[config.mk]
export PLATFORM = sky130hd
export DESIGN_NAME = compare_arbiter
export DESIGN_NICKNAME = d
export VERILOG_FILES = /design/src/rtl/compare_arbiter.sv
export SDC_FILE = /design/constraint.sdc
export NUM_CORES = 1
export LEC_CHECK = 0
export ABC_CLOCK_PERIOD_IN_PS = 2240
export CORE_MARGIN = 3
export CORE_UTILIZATION = 25
export DETAILED_ROUTE_END_ITERATION = 10
export SLEW_MARGIN = 0
export SYNTH_ARGS = -nofsm -noshare
export SYNTH_HDL_FRONTEND = slang
export SYNTH_SLANG_ARGS = --single-unit
export TNS_END_PERCENT = 5
[constraint.sdc]
create_clock -name clk_i -period 2.24 [get_ports clk_i]
set_clock_uncertainty 0.15 [all_clocks]
set_input_delay 0.224 -clock clk_i [delete_from_list [all_inputs] [get_ports clk_i]]
set_output_delay 0.224 -clock clk_i [all_outputs]
set_load 0.1 [all_outputs]
[src/rtl/compare_arbiter.sv]
// rtl/compare_arbiter.sv - shared compare unit behind a NUM_REQ-way valid/ready arbiter (COMPARE_ARB_RR_EN selects round-robin)

// Single-cycle comparator: EQ, NE, signed LT/GE, unsigned LTU/GEU; any other encoding gives 0.
module compare_unit (
  input  logic [2:0]  op_i,
  input  logic [31:0] in1_i,
  input  logic [31:0] in2_i,
  output logic        res_o
);

  localparam logic [2:0] OP_EQ  = 3'd0;
  localparam logic [2:0] OP_NE  = 3'd1;
  localparam logic [2:0] OP_LT  = 3'd2;
  localparam logic [2:0] OP_GE  = 3'd3;
  localparam logic [2:0] OP_LTU = 3'd4;
  localparam logic [2:0] OP_GEU = 3'd5;

  // Decode the operation and evaluate it on the full 32-bit operands.
  always_comb begin
    res_o = 1'b0;
    case (op_i)
      OP_EQ:   res_o = (in1_i == in2_i);
      OP_NE:   res_o = (in1_i != in2_i);
      OP_LT:   res_o = ($signed(in1_i) <  $signed(in2_i));
      OP_GE:   res_o = ($signed(in1_i) >= $signed(in2_i));
      OP_LTU:  res_o = (in1_i <  in2_i);
      OP_GEU:  res_o = (in1_i >= in2_i);
      default: res_o = 1'b0;
    endcase
  end

endmodule

module compare_arbiter #(
  parameter int NUM_REQ = 2
) (
  input  logic                  clk_i,
  input  logic                  rst_n_i,
  input  logic [NUM_REQ-1:0]    req_valid_i,
  output logic [NUM_REQ-1:0]    req_ready_o,
  input  logic [NUM_REQ*3-1:0]  req_op_i,
  input  logic [NUM_REQ*32-1:0] req_in1_i,
  input  logic [NUM_REQ*32-1:0] req_in2_i,
  output logic [NUM_REQ-1:0]    rsp_valid_o,
  input  logic [NUM_REQ-1:0]    rsp_ready_i,
  output logic [NUM_REQ-1:0]    rsp_res_o
);

  localparam int IDX_W = (NUM_REQ > 1) ? $clog2(NUM_REQ) : 1;

  // Stage A: one registered request (or empty).
  logic              a_valid;
  logic [2:0]        a_op;
  logic [31:0]       a_in1;
  logic [31:0]       a_in2;
  logic [IDX_W-1:0]  a_idx;

  logic [NUM_REQ-1:0] in_flight;
  logic [NUM_REQ-1:0] eligible;
  logic [NUM_REQ-1:0] grant;
  logic               gnt_any;
  logic [IDX_W-1:0]   gnt_idx;
  logic               cmp_res;

  logic [2:0]  op_arr  [NUM_REQ];
  logic [31:0] in1_arr [NUM_REQ];
  logic [31:0] in2_arr [NUM_REQ];

  // Split the flattened request buses into per-requester fields.
  always_comb begin
    for (int k = 0; k < NUM_REQ; k++) begin
      op_arr[k]  = req_op_i[k*3 +: 3];
      in1_arr[k] = req_in1_i[k*32 +: 32];
      in2_arr[k] = req_in2_i[k*32 +: 32];
    end
  end

  // A requester may be granted only when it has nothing in stage A and no pending response.
  always_comb begin
    for (int k = 0; k < NUM_REQ; k++) begin
      in_flight[k] = a_valid && (a_idx == IDX_W'(k));
    end
    eligible = req_valid_i & ~in_flight & ~rsp_valid_o;
  end

`ifdef COMPARE_ARB_RR_EN
  logic [IDX_W-1:0] ptr;
  logic [IDX_W:0]   rr_sum;
  logic [IDX_W-1:0] rr_cand;

  // Round-robin pick: the first eligible requester at or after the pointer wins.
  always_comb begin
    gnt_any = 1'b0;
    gnt_idx = '0;
    rr_sum  = '0;
    rr_cand = '0;
    for (int i = 0; i < NUM_REQ; i++) begin
      rr_sum = {1'b0, ptr} + (IDX_W+1)'(i);
      if (rr_sum >= (IDX_W+1)'(NUM_REQ)) begin
        rr_sum = rr_sum - (IDX_W+1)'(NUM_REQ);
      end
      rr_cand = rr_sum[IDX_W-1:0];
      if (!gnt_any && eligible[rr_cand]) begin
        gnt_any = 1'b1;
        gnt_idx = rr_cand;
      end
    end
  end

  // The pointer moves past the winner only when a request is actually accepted.
  always_ff @(posedge clk_i or negedge rst_n_i) begin
    if (!rst_n_i) begin
      ptr <= '0;
    end else if (gnt_any) begin
      ptr <= (gnt_idx == IDX_W'(NUM_REQ - 1)) ? '0 : gnt_idx + IDX_W'(1);
    end
  end
`else
  logic [IDX_W-1:0] fp_cand;

  // Fixed priority pick: the lowest eligible index wins.
  always_comb begin
    gnt_any = 1'b0;
    gnt_idx = '0;
    fp_cand = '0;
    for (int i = 0; i < NUM_REQ; i++) begin
      fp_cand = IDX_W'(i);
      if (!gnt_any && eligible[fp_cand]) begin
        gnt_any = 1'b1;
        gnt_idx = fp_cand;
      end
    end
  end
`endif

  // One-hot grant; ready is forced low while reset is held so nothing looks accepted.
  always_comb begin
    grant = '0;
    if (gnt_any) begin
      grant[gnt_idx] = 1'b1;
    end
    req_ready_o = grant & {NUM_REQ{rst_n_i}};
  end

  // Stage A: capture the winning request's op, operands and index.
  always_ff @(posedge clk_i or negedge rst_n_i) begin
    if (!rst_n_i) begin
      a_valid <= 1'b0;
      a_op    <= '0;
      a_in1   <= '0;
      a_in2   <= '0;
      a_idx   <= '0;
    end else begin
      a_valid <= gnt_any;
      if (gnt_any) begin
        a_op  <= op_arr[gnt_idx];
        a_in1 <= in1_arr[gnt_idx];
        a_in2 <= in2_arr[gnt_idx];
        a_idx <= gnt_idx;
      end
    end
  end

  compare_unit u_compare_unit (
    .op_i  (a_op),
    .in1_i (a_in1),
    .in2_i (a_in2),
    .res_o (cmp_res)
  );

  // Stage B: write the result into its requester's slot; the slot clears only when consumed.
  always_ff @(posedge clk_i or negedge rst_n_i) begin
    if (!rst_n_i) begin
      rsp_valid_o <= '0;
      rsp_res_o   <= '0;
    end else begin
      for (int k = 0; k < NUM_REQ; k++) begin
        if (a_valid && (a_idx == IDX_W'(k))) begin
          rsp_valid_o[k] <= 1'b1;
          rsp_res_o[k]   <= cmp_res;
        end else if (rsp_valid_o[k] && rsp_ready_i[k]) begin
          rsp_valid_o[k] <= 1'b0;
        end
      end
    end
  end

endmodule
# Word-level counts from Yosys, hierarchy flattened

Index checks and enable logic that the tools add are counted.

Input bits: 140
Output and inout port bits: 6
Word-level logic and storage cells: 60
Register bits after elaboration: 73

Bitwise logic cells: 7
Mux-type cells: 20
Order comparisons: 7
Equality and inequality tests: 7
Reduce and logical (&&, ||, !) cells: 10

Operator list:

| cell                                                                  | count |
|---|---|
| 32-bit two-way mux                                                    | 6 |
| 32-bit greater-or-equal comparator                                    | 2 |
| 32-bit < comparator                                                   | 2 |
| 32-bit equality test                                                  | 1 |
| 32-bit inequality test                                                | 1 |
| 3-bit two-way mux                                                     | 3 |
| 1-bit two-way mux                                                     | 8 |
| 2-bit bitwise AND                                                     | 3 |
| 3-bit by 2-bit equality test with 1-bit output, second input constant | 2 |
| 3-bit equality test, second input constant                            | 2 |
| 1-bit logical AND                                                     | 6 |
| 1-bit case mux with 6 select lines                                    | 1 |
| 2-bit NOT                                                             | 2 |
| 2-bit nonzero test                                                    | 2 |
| 3-bit by 1-bit equality test with 1-bit output, second input constant | 1 |
| 3-bit logical NOT                                                     | 1 |
| 2-bit greater-or-equal comparator, second input constant              | 1 |
| 1-bit by 2-bit < comparator with 1-bit output, second input constant  | 1 |
| 2-bit two-way mux                                                     | 1 |
| 1-bit NOT with 2-bit output                                           | 1 |
| 1-bit demux with 1-bit select                                         | 1 |
| 1-bit greater-or-equal comparator, second input constant              | 1 |
| 1-bit logical NOT                                                     | 1 |
| 1-bit NOT                                                             | 1 |

# Logic depth before layout (Yosys ltp)

Gate-level depths: netlist (run 1).

Depth after elaboration: 15
Gate-level depth with buffers: 9
Mapped depth without buffers: 9

# By module

Synthesis (run 1) repeated with hierarchy kept, for this count alone.

Cell total of the unflattened synthesis: 374
Area, all modules: 4103.9 um2

Modules (own cells, without submodules):

| module          | instances | seq. area each (um2) | area each (um2) | cells an instance |
|---|---|---|---|---|
| compare_arbiter | 1         | 1826.8               | 3193.1          | 251 |
| compare_unit    | 1         | 0.0                  | 910.9           | 123 |

# Worst setup path after synthesis (run 1)

OpenSTA, ideal clock, no wires.

Kind: register -> output
Start point: reg rsp_valid_o[0]
End point: out req_ready_o[0]
Arrival time: 2.708 ns
Slack: -0.842 ns
Buffers on the path: 2
Stages on the path, launching flop included: 6
Data required time: 1.866 ns
Cells stage by stage: dfrtp_1 -> inv_1 -> nand3_1 -> clkbuf_1 -> clkbuf_1 -> nor2_1

Cells in the longest elaborated chain, start to end: 12
Elaborated cells on any way between the ends: 14

Ends and longest elaborated chain:

| what                                                                                                                     | RTL line | text |
|---|---|---|
| from (decl)                                                                                                              | 44       | `output logic [NUM_REQ-1:0] rsp_valid_o,` |
| from (signal assigned)                                                                                                   | 174      | `rsp_valid_o <= '0;` |
| from (signal, indexed assignment)                                                                                        | 179      | `rsp_valid_o[k] <= 1'b1;` |
| from (signal, indexed assignment)                                                                                        | 182      | `rsp_valid_o[k] <= 1'b0;` |
| 2-bit NOT *                                                                                                              | 83       | `eligible = req_valid_i & ~in_flight & ~rsp_valid_o;` |
| 2-bit bitwise AND *                                                                                                      | 83       |  |
| 1-bit two-way mux *                                                                                                      | 128      | `if (!gnt_any && eligible[fp_cand]) begin` |
| 1-bit logical NOT                                                                                                        | 128      |  |
| 1-bit logical AND                                                                                                        | 128      |  |
| 1-bit two-way mux                                                                                                        | 128      |  |
| 1-bit by 2-bit < comparator with 1-bit output (implied by the code) or 1-bit greater-or-equal comparator (tied branches) | 140      | `grant[gnt_idx] = 1'b1;` |
| 1-bit logical AND (implied by the code)                                                                                  | 140      |  |
| 1-bit two-way mux (implied by the code)                                                                                  | 140      |  |
| 1-bit demux with 1-bit select                                                                                            | 140      |  |
| 2-bit two-way mux *                                                                                                      | 139      | `if (gnt_any) begin` |
| 2-bit bitwise AND *                                                                                                      | 142      | `req_ready_o = grant & {NUM_REQ{rst_n_i}};` |
| to (decl)                                                                                                                | 40       | `output logic [NUM_REQ-1:0] req_ready_o,` |

Mark *: on every way between the ends. The rest lies on a longest branch, timed or not.

# Final worst setup path (run 1)

Start point: reg a_in2[31]
End point: reg rsp_res_o[0]

Cells in the longest elaborated chain, start to end: 2
Elaborated cells on any way between the ends: 7

Ends and longest elaborated chain:

| what                                                             | RTL line | text |
|---|---|---|
| from (decl)                                                      | 55       | `logic [31:0] a_in2;` |
| from (signal assigned)                                           | 158      | `a_in2 <= in2_arr[gnt_idx];` |
| 32-bit greater-or-equal comparator, or another cell as far along | 27       | `OP_GEU: res_o = (in1_i >= in2_i);` |
| 1-bit case mux with 6 select lines *                             | 21       | `case (op_i)` |
| to (signal, indexed assignment)                                  | 180      | `rsp_res_o[k] <= cmp_res;` |
| to (decl)                                                        | 46       | `output logic [NUM_REQ-1:0] rsp_res_o` |

Marked as above.
A chain may end at the register's enable or synchronous reset.

==> results of run 1 <==
==> cell usage after synthesis, drive strengths merged, types with 3 or more instances <==
cell    count  share of area (%)
inv        36                3.3
nand3       7               0.85
a21oi      13                1.6
nor2       70                6.4
nand4       8                1.7
ha         32                9.7
a31oi      68                 10
o21a        3               0.55
dfrtp      73                 44
a21o        4               0.76
clkbuf     27                2.5
nand2     143                 13
==> stage by stage <==
step	std cells	setup WS (ns)	TNS [ns]	util [%]
final	883	-0.2012	-0.3930	40.45
after global routing	883	-0.3770	-0.7395	40.45
after CTS	883	-0.2497	-0.4671	39.87
after detailed placement	866	-0.4696	-0.8402	37.36
after global placement	866	-0.2483	-0.4956	37.36
after floorplan	511	-0.1327	-0.4981	-
==> how the worst max path moves through the flow <==
stage | slack (ns) | startpoint | cells after the start | endpoint
floorplan | -0.13 | a_in1[19] | 8 | rsp_res_o[1]
global placement | -0.25 | a_in1[19] | 8 | rsp_res_o[1]
detailed placement | -0.47 | a_in1[19] | 8 | rsp_res_o[0]
CTS | -0.25 | a_in2[31] | 9 | rsp_res_o[0]
global route | -0.38 | a_in2[27] | 9 | rsp_res_o[0]
finish | -0.20 | a_in2[31] | 9 | rsp_res_o[0]
==> cell families after synthesis <==
| family | synth area share, % |
|---|---|
| adders and majority gates | 9.715 |
| muxes | 0.2429 |
| AOI/OAI and AO/OA | 15.63 |
| DFF | 44.32 |
| buffers and inverters | 5.920 |
| xor gates and xnor gates | 0.2125 |
| and+or+nand+nor | 23.95 |
==> power by group through the flow <==
| stage | Clock (mW) | Sequential (mW) | Combinational (mW) |
|---|---|---|---|
| final | 1.53 | 2.50 | 4.65 |
| after floorplan | 0 | 2.57 | 2.73 |
| after CTS | 1.57 | 2.48 | 4.48 |
| after global routing | 1.63 | 2.60 | 5.26 |
| after detailed placement | 0 | 2.48 | 4.27 |
| after global placement | 0 | 2.44 | 4.20 |
==> area by class of cell <==
class	count	share of cell area [%]
clock buffer	13	3.866
clock inverter	3	1.005
inverter	36	2.088
multi-input combinational	373	35.07
sequential	73	28.24
tap	216	4.176
timing repair buffer	169	25.56
==> timing repair <==
action,CTS,global route
hold buffers,1,0
gates resized for setup,10,10
hold endpoints to repair,24,0
pin swaps,6,3
endpoints found under the setup margin,2,2
==> routing by layer <==
metal,up-vias,share of wire (%),track usage (%)
li1,2039,-,-
met1,1853,46,17.46
met2,99,47,22.68
met3,14,5.5,3.713
met4,0,1.4,4.468
met5,-,0,0
==> worst register-to-register path: stages (launching register included) <==
cell	delay, ns
dfrtp_1	0.39
inv_2	0.06
ha_4	0.29
nand4_4	0.10
nor4_4	0.31
and2_4	0.20
o31ai_2	0.07
and3_4	0.18
a221o_1	0.36
o41ai_2	0.22
==> sequential cells by signal (all words and copies together) (netlist names) <==
signal       flops
a_in2           32
a_in1           32
a_idx            1
rsp_res_o        2
rsp_valid_o      2
a_valid          1
a_op             3
==> qor.yml, run 1 <==
power_and_ir_drop:
  power_density_nw_per_um2: 1340
  leakage_nw: 2.875
  p_int_mw: 5.111
  pwr-share-comb_pct: 53.5
  p_seq_share_pct: 28.8
  p_switching_mw: 3.564
  power_switching_share_pct: 41.08
  finalPower_mw: 8.675
  ir_worst_vdd_v: 0.0005528
  power.share.clock_pct: 17.6
synthesis:
  netlist_instances: 511
  synthArstFlopShare_pct: 100.0
  synth_edf_count: 0
  synth_area_um2: 4121
  synth_ff_type: "dfrtp_1"
  ys_seq_area_share_pct: 44.32
  synth_nets: 683
  netlist-cell-type-count: 35
  syn_area_per_cell_um2: 8.065
  synth-seq-cells: 73
  ys_warn_count: 0
global_routing:
  grt_pass1_wl_mm: 20.03
  grt_remaining_overflow: 0
  grt_use_total_pct: 13.73
  grt_pass1_vias: 4279
  antenna_found_initial: 0
  grt_max_degree: 61
cts:
  post-cts-setup-buffer-count: 0
  clockBufferDepth: 2
  cts_root_buf: "clkbuf_16"
  ctsHtreeMaxLevel: 3
  cts_inserted_buffers: 9
  insertion_delay_ns: 0.33
  clkTransAtPathRegs_ns: 0.06
  cts_tree: "done"
  clock_sinks: 73
setup_path:
  cp_top_family: "simple AND/OR/NAND/NOR gates"
  rr_worst_depth: 9
  worstPathCellList: "inv_2 -> ha_4 -> nand4_4 -> nor4_4 -> and2_4 -> o31ai_2 -> and3_4 -> a221o_1 -> o41ai_2"
  r2r_slack_ns: -0.20
  cp.required_ns: 2.31
  crit_buf_inv: 1
  cpPeakStageDelay_ns: 0.39
  worstReg2RegStart: "a_in2[31]"
  start_kind: "flop"
  worstPathMaxFanout: 2
  critPathSlowestCell: "dfrtp_1"
  reg2reg_to: "rsp_res_o[0]"
  critPathKind: "flop to flop"
  crit_arrival_ns: 2.51
  end_kind: "flop"
route:
  first_iter_violations: 187
  vias: 4005
  drc: 0
  first_pass_iters: 4
  wl_mm: 12.12
  wire_per_inst_um: 13.72
  ant_nets: 0
  vias_per_cell: 4.536
die:
  dieArea_um2: 18060
  initial_utilization_pct: 25.76
  die_w_um: 134.4
  core_um2: 16000
  die_h_um: 134.4
  fp-row-count: 46
  io_pins: 146
job:
  drv_cap: 0
sta:
  fin_ws_ns: -0.2012
  worst_pin_slew_ns: 0.4781
  fin_hold_ws_ns: 0.2066
  min_period_over_period_pct: 109.0
  rsz0062_at_grt: "true"
  max_freq_mhz: 409.6
  setup_viol: 2
  relSlewSlack_pct: 68.13
  period_minus_slack_ns: 2.441
  hold_violations: 0
  slew_violations: 0
layout:
  drive_above_1_share_pct: 11.24
  seqCellArea_um2: 1828
  area_growth_pct: 57.04
  antennaDiodeCount: 0
  design_area_um2: 6472
  multi_input_area_um2: 2270
  nFillCells: 1649
  final_cell_mix: "nand2_1, clkdlybuf4s50_1, dfrtp_1"
  fin_nets: 834
  final_common_cell: "nand2_1"
outcome:
  status: "finished with violations"
  violations: "setup timing"
placement:
  port_buffers: 145
  dp_hpwl_mm: 9.484
  placed_area_um2: 5978
  gp_congestion: 0.7700
worst_hold_path:
  min_path_type: "primary input to async pin"
Power figures use the tool's default switching activity.
==> run 2, diff against run 1 <==
- SKIP_CTS_REPAIR_TIMING: default -> 1
==> qor.yml, run 2 (synthesis gave the netlist of run 1 again) <==
sta:
  period_minus_slack_ns: 2.481  # +0.03984 ns
  fin_hold_ws_ns: 0.2036  # -0.003063 ns
  min_period_over_period_pct: 110.8  # +1.8 points
  hold_violations: 0  # unchanged
  max_freq_mhz: 403.1  # -1.6%
  slew_violations: 0  # unchanged
  worst_pin_slew_ns: 0.4838  # +0.005648 ns
  rsz0062_at_grt: "true"
  relSlewSlack_pct: 67.75  # -0.38 points
  setup_viol: 2  # unchanged
  fin_ws_ns: -0.2411  # -0.03984 ns
  tns_ns: -0.4733  # -0.08027 ns
route:
  first_pass_iters: 4  # unchanged
  first_iter_violations: 166  # -11%
  drc: 0  # unchanged
  wl_mm: 12.12  # about the same
  ant_nets: 0  # unchanged
  vias_per_cell: 4.502  # -0.75%
  vias: 3993  # -0.30%
  wire_per_inst_um: 13.66  # -0.46%
placement:
  placed_cells: 866  # unchanged
  placed_area_um2: 5978  # unchanged
  dp_hpwl_mm: 9.484  # unchanged
  port_buffers: 145  # unchanged
  gp_congestion: 0.7700  # unchanged
  pre_cts_ws_ns: -0.4696  # unchanged
job:
  drv_cap: 0  # unchanged
layout:
  antennaDiodeCount: 0  # unchanged
  area_growth_pct: 57.59
  stdcell_count: 887  # +0.45%
  top_regs: "a_in1 (32), a_in2 (32), a_op (3)"
  fin_util_pct: 40.59  # +0.14 points
  final_common_cell: "nand2_1"
  design_area_um2: 6495  # +0.35%
  final_cell_mix: "nand2_1, clkdlybuf4s50_1, dfrtp_1"
  fin_nets: 838  # +0.48%
  drive_above_1_share_pct: 11.48  # +0.23 points
  nFillCells: 1650  # +0.061%
global_routing:
  grt_use_total_pct: 13.59  # -0.13 points
  grt_remaining_overflow: 0  # unchanged
  grt_pass1_vias: 4243  # -0.84%
  antenna_found_initial: 0  # unchanged
  grt_max_degree: 61  # unchanged
  grt_pass1_wl_mm: 19.89  # -0.72%
die:
  die_w_um: 134.4  # unchanged
  initial_utilization_pct: 25.76  # unchanged
  core_um2: 16000  # unchanged
  io_pins: 146  # unchanged
  die_h_um: 134.4  # unchanged
  fp-row-count: 46  # unchanged
  dieArea_um2: 18060  # unchanged
cts:
  insertion_delay_ns: 0.33  # about the same
  cts_root_buf: "clkbuf_16"
  clock_sinks: 73  # unchanged
  clkTransAtPathRegs_ns: 0.06  # about the same
  clockBufferDepth: 2  # unchanged
  ctsHtreeMaxLevel: 3  # unchanged
  cts_inserted_buffers: 9  # unchanged
  cts_tree: "done"
power_and_ir_drop:
  power_density_nw_per_um2: 1340  # about the same
  leakage_nw: 2.894  # +0.63%
  finalPower_mw: 8.706  # +0.36%
  ir_worst_vdd_v: 0.0005571  # +0.77%
outcome:
  violations: "setup timing"
  status: "finished with violations"
worst_hold_path:
  min_path_type: "primary input to async pin"
setup_path:
  critPathSlowestCell: "dfrtp_1"
  reg2reg_to: "rsp_res_o[0]"
  crit_arrival_ns: 2.55  # +0.04 ns
  end_kind: "flop"
  cp.required_ns: 2.31  # about the same
  rr_worst_depth: 9  # unchanged
  r2r_slack_ns: -0.24  # -0.04 ns
  worstPathCellList: "inv_2 -> ha_4 -> nand4_4 -> nor4_4 -> and2_4 -> o31ai_4 -> and3_4 -> a221o_1 -> o41ai_2"
  worstPathMaxFanout: 2  # unchanged
  worstReg2RegStart: "a_in2[31]"
  cpPeakStageDelay_ns: 0.39  # about the same
  start_kind: "flop"
  critPathKind: "flop to flop"
[run 2: worst max-delay path by stage]
stage	start	endpoint	cells past startpoint
after floorplan	a_in1[19]	rsp_res_o[1]	8
after global placement	a_in1[19]	rsp_res_o[1]	8
after detailed placement	a_in1[19]	rsp_res_o[0]	8
after CTS	a_in1[19]	rsp_res_o[0]	8
after global routing	a_in2[27]	rsp_res_o[0]	9
final	a_in2[31]	rsp_res_o[0]	9
[run 2: final cells by class]
type / instances / area, um2 / share of cell area [%]
Inverter: 36 / 135.1 / 2.081
Clock inverter: 3 / 65.06 / 1.002
Tap cell: 216 / 270.3 / 4.161
Sequential cell: 73 / 1828 / 28.14
Timing Repair Buffer: 173 / 1684 / 25.93
Multi-Input combinational cell: 373 / 2262 / 34.83
Clock buffer: 13 / 250.2 / 3.853
[run 2: per-layer routing]
metal,up-vias,wire (um),global-route usage [%]
met5,-,0,0
met4,0,138,3.733
li1,2044,-,-
met1,1843,5548,17.42
met3,15,681,3.676
met2,91,5750,22.65
[run 2: worst max-delay path: cells and delay by family, from the launching register on]
kind	cells	cell delay, ns
simple gates	4	0.81
compound gates	3	0.66
flops	1	0.39
fa+ha+maj	1	0.28
buf+inv	1	0.07
[run 2: where the power goes]
group	total (mW)	switching [mW]	internal, mW	leakage, nW
sequential	2.49	0.467	2.02	0.846
combinational	4.69	2.58	2.11	1.89
clock	1.53	0.521	1.00	0.154
total	8.71	3.57	5.13	2.89
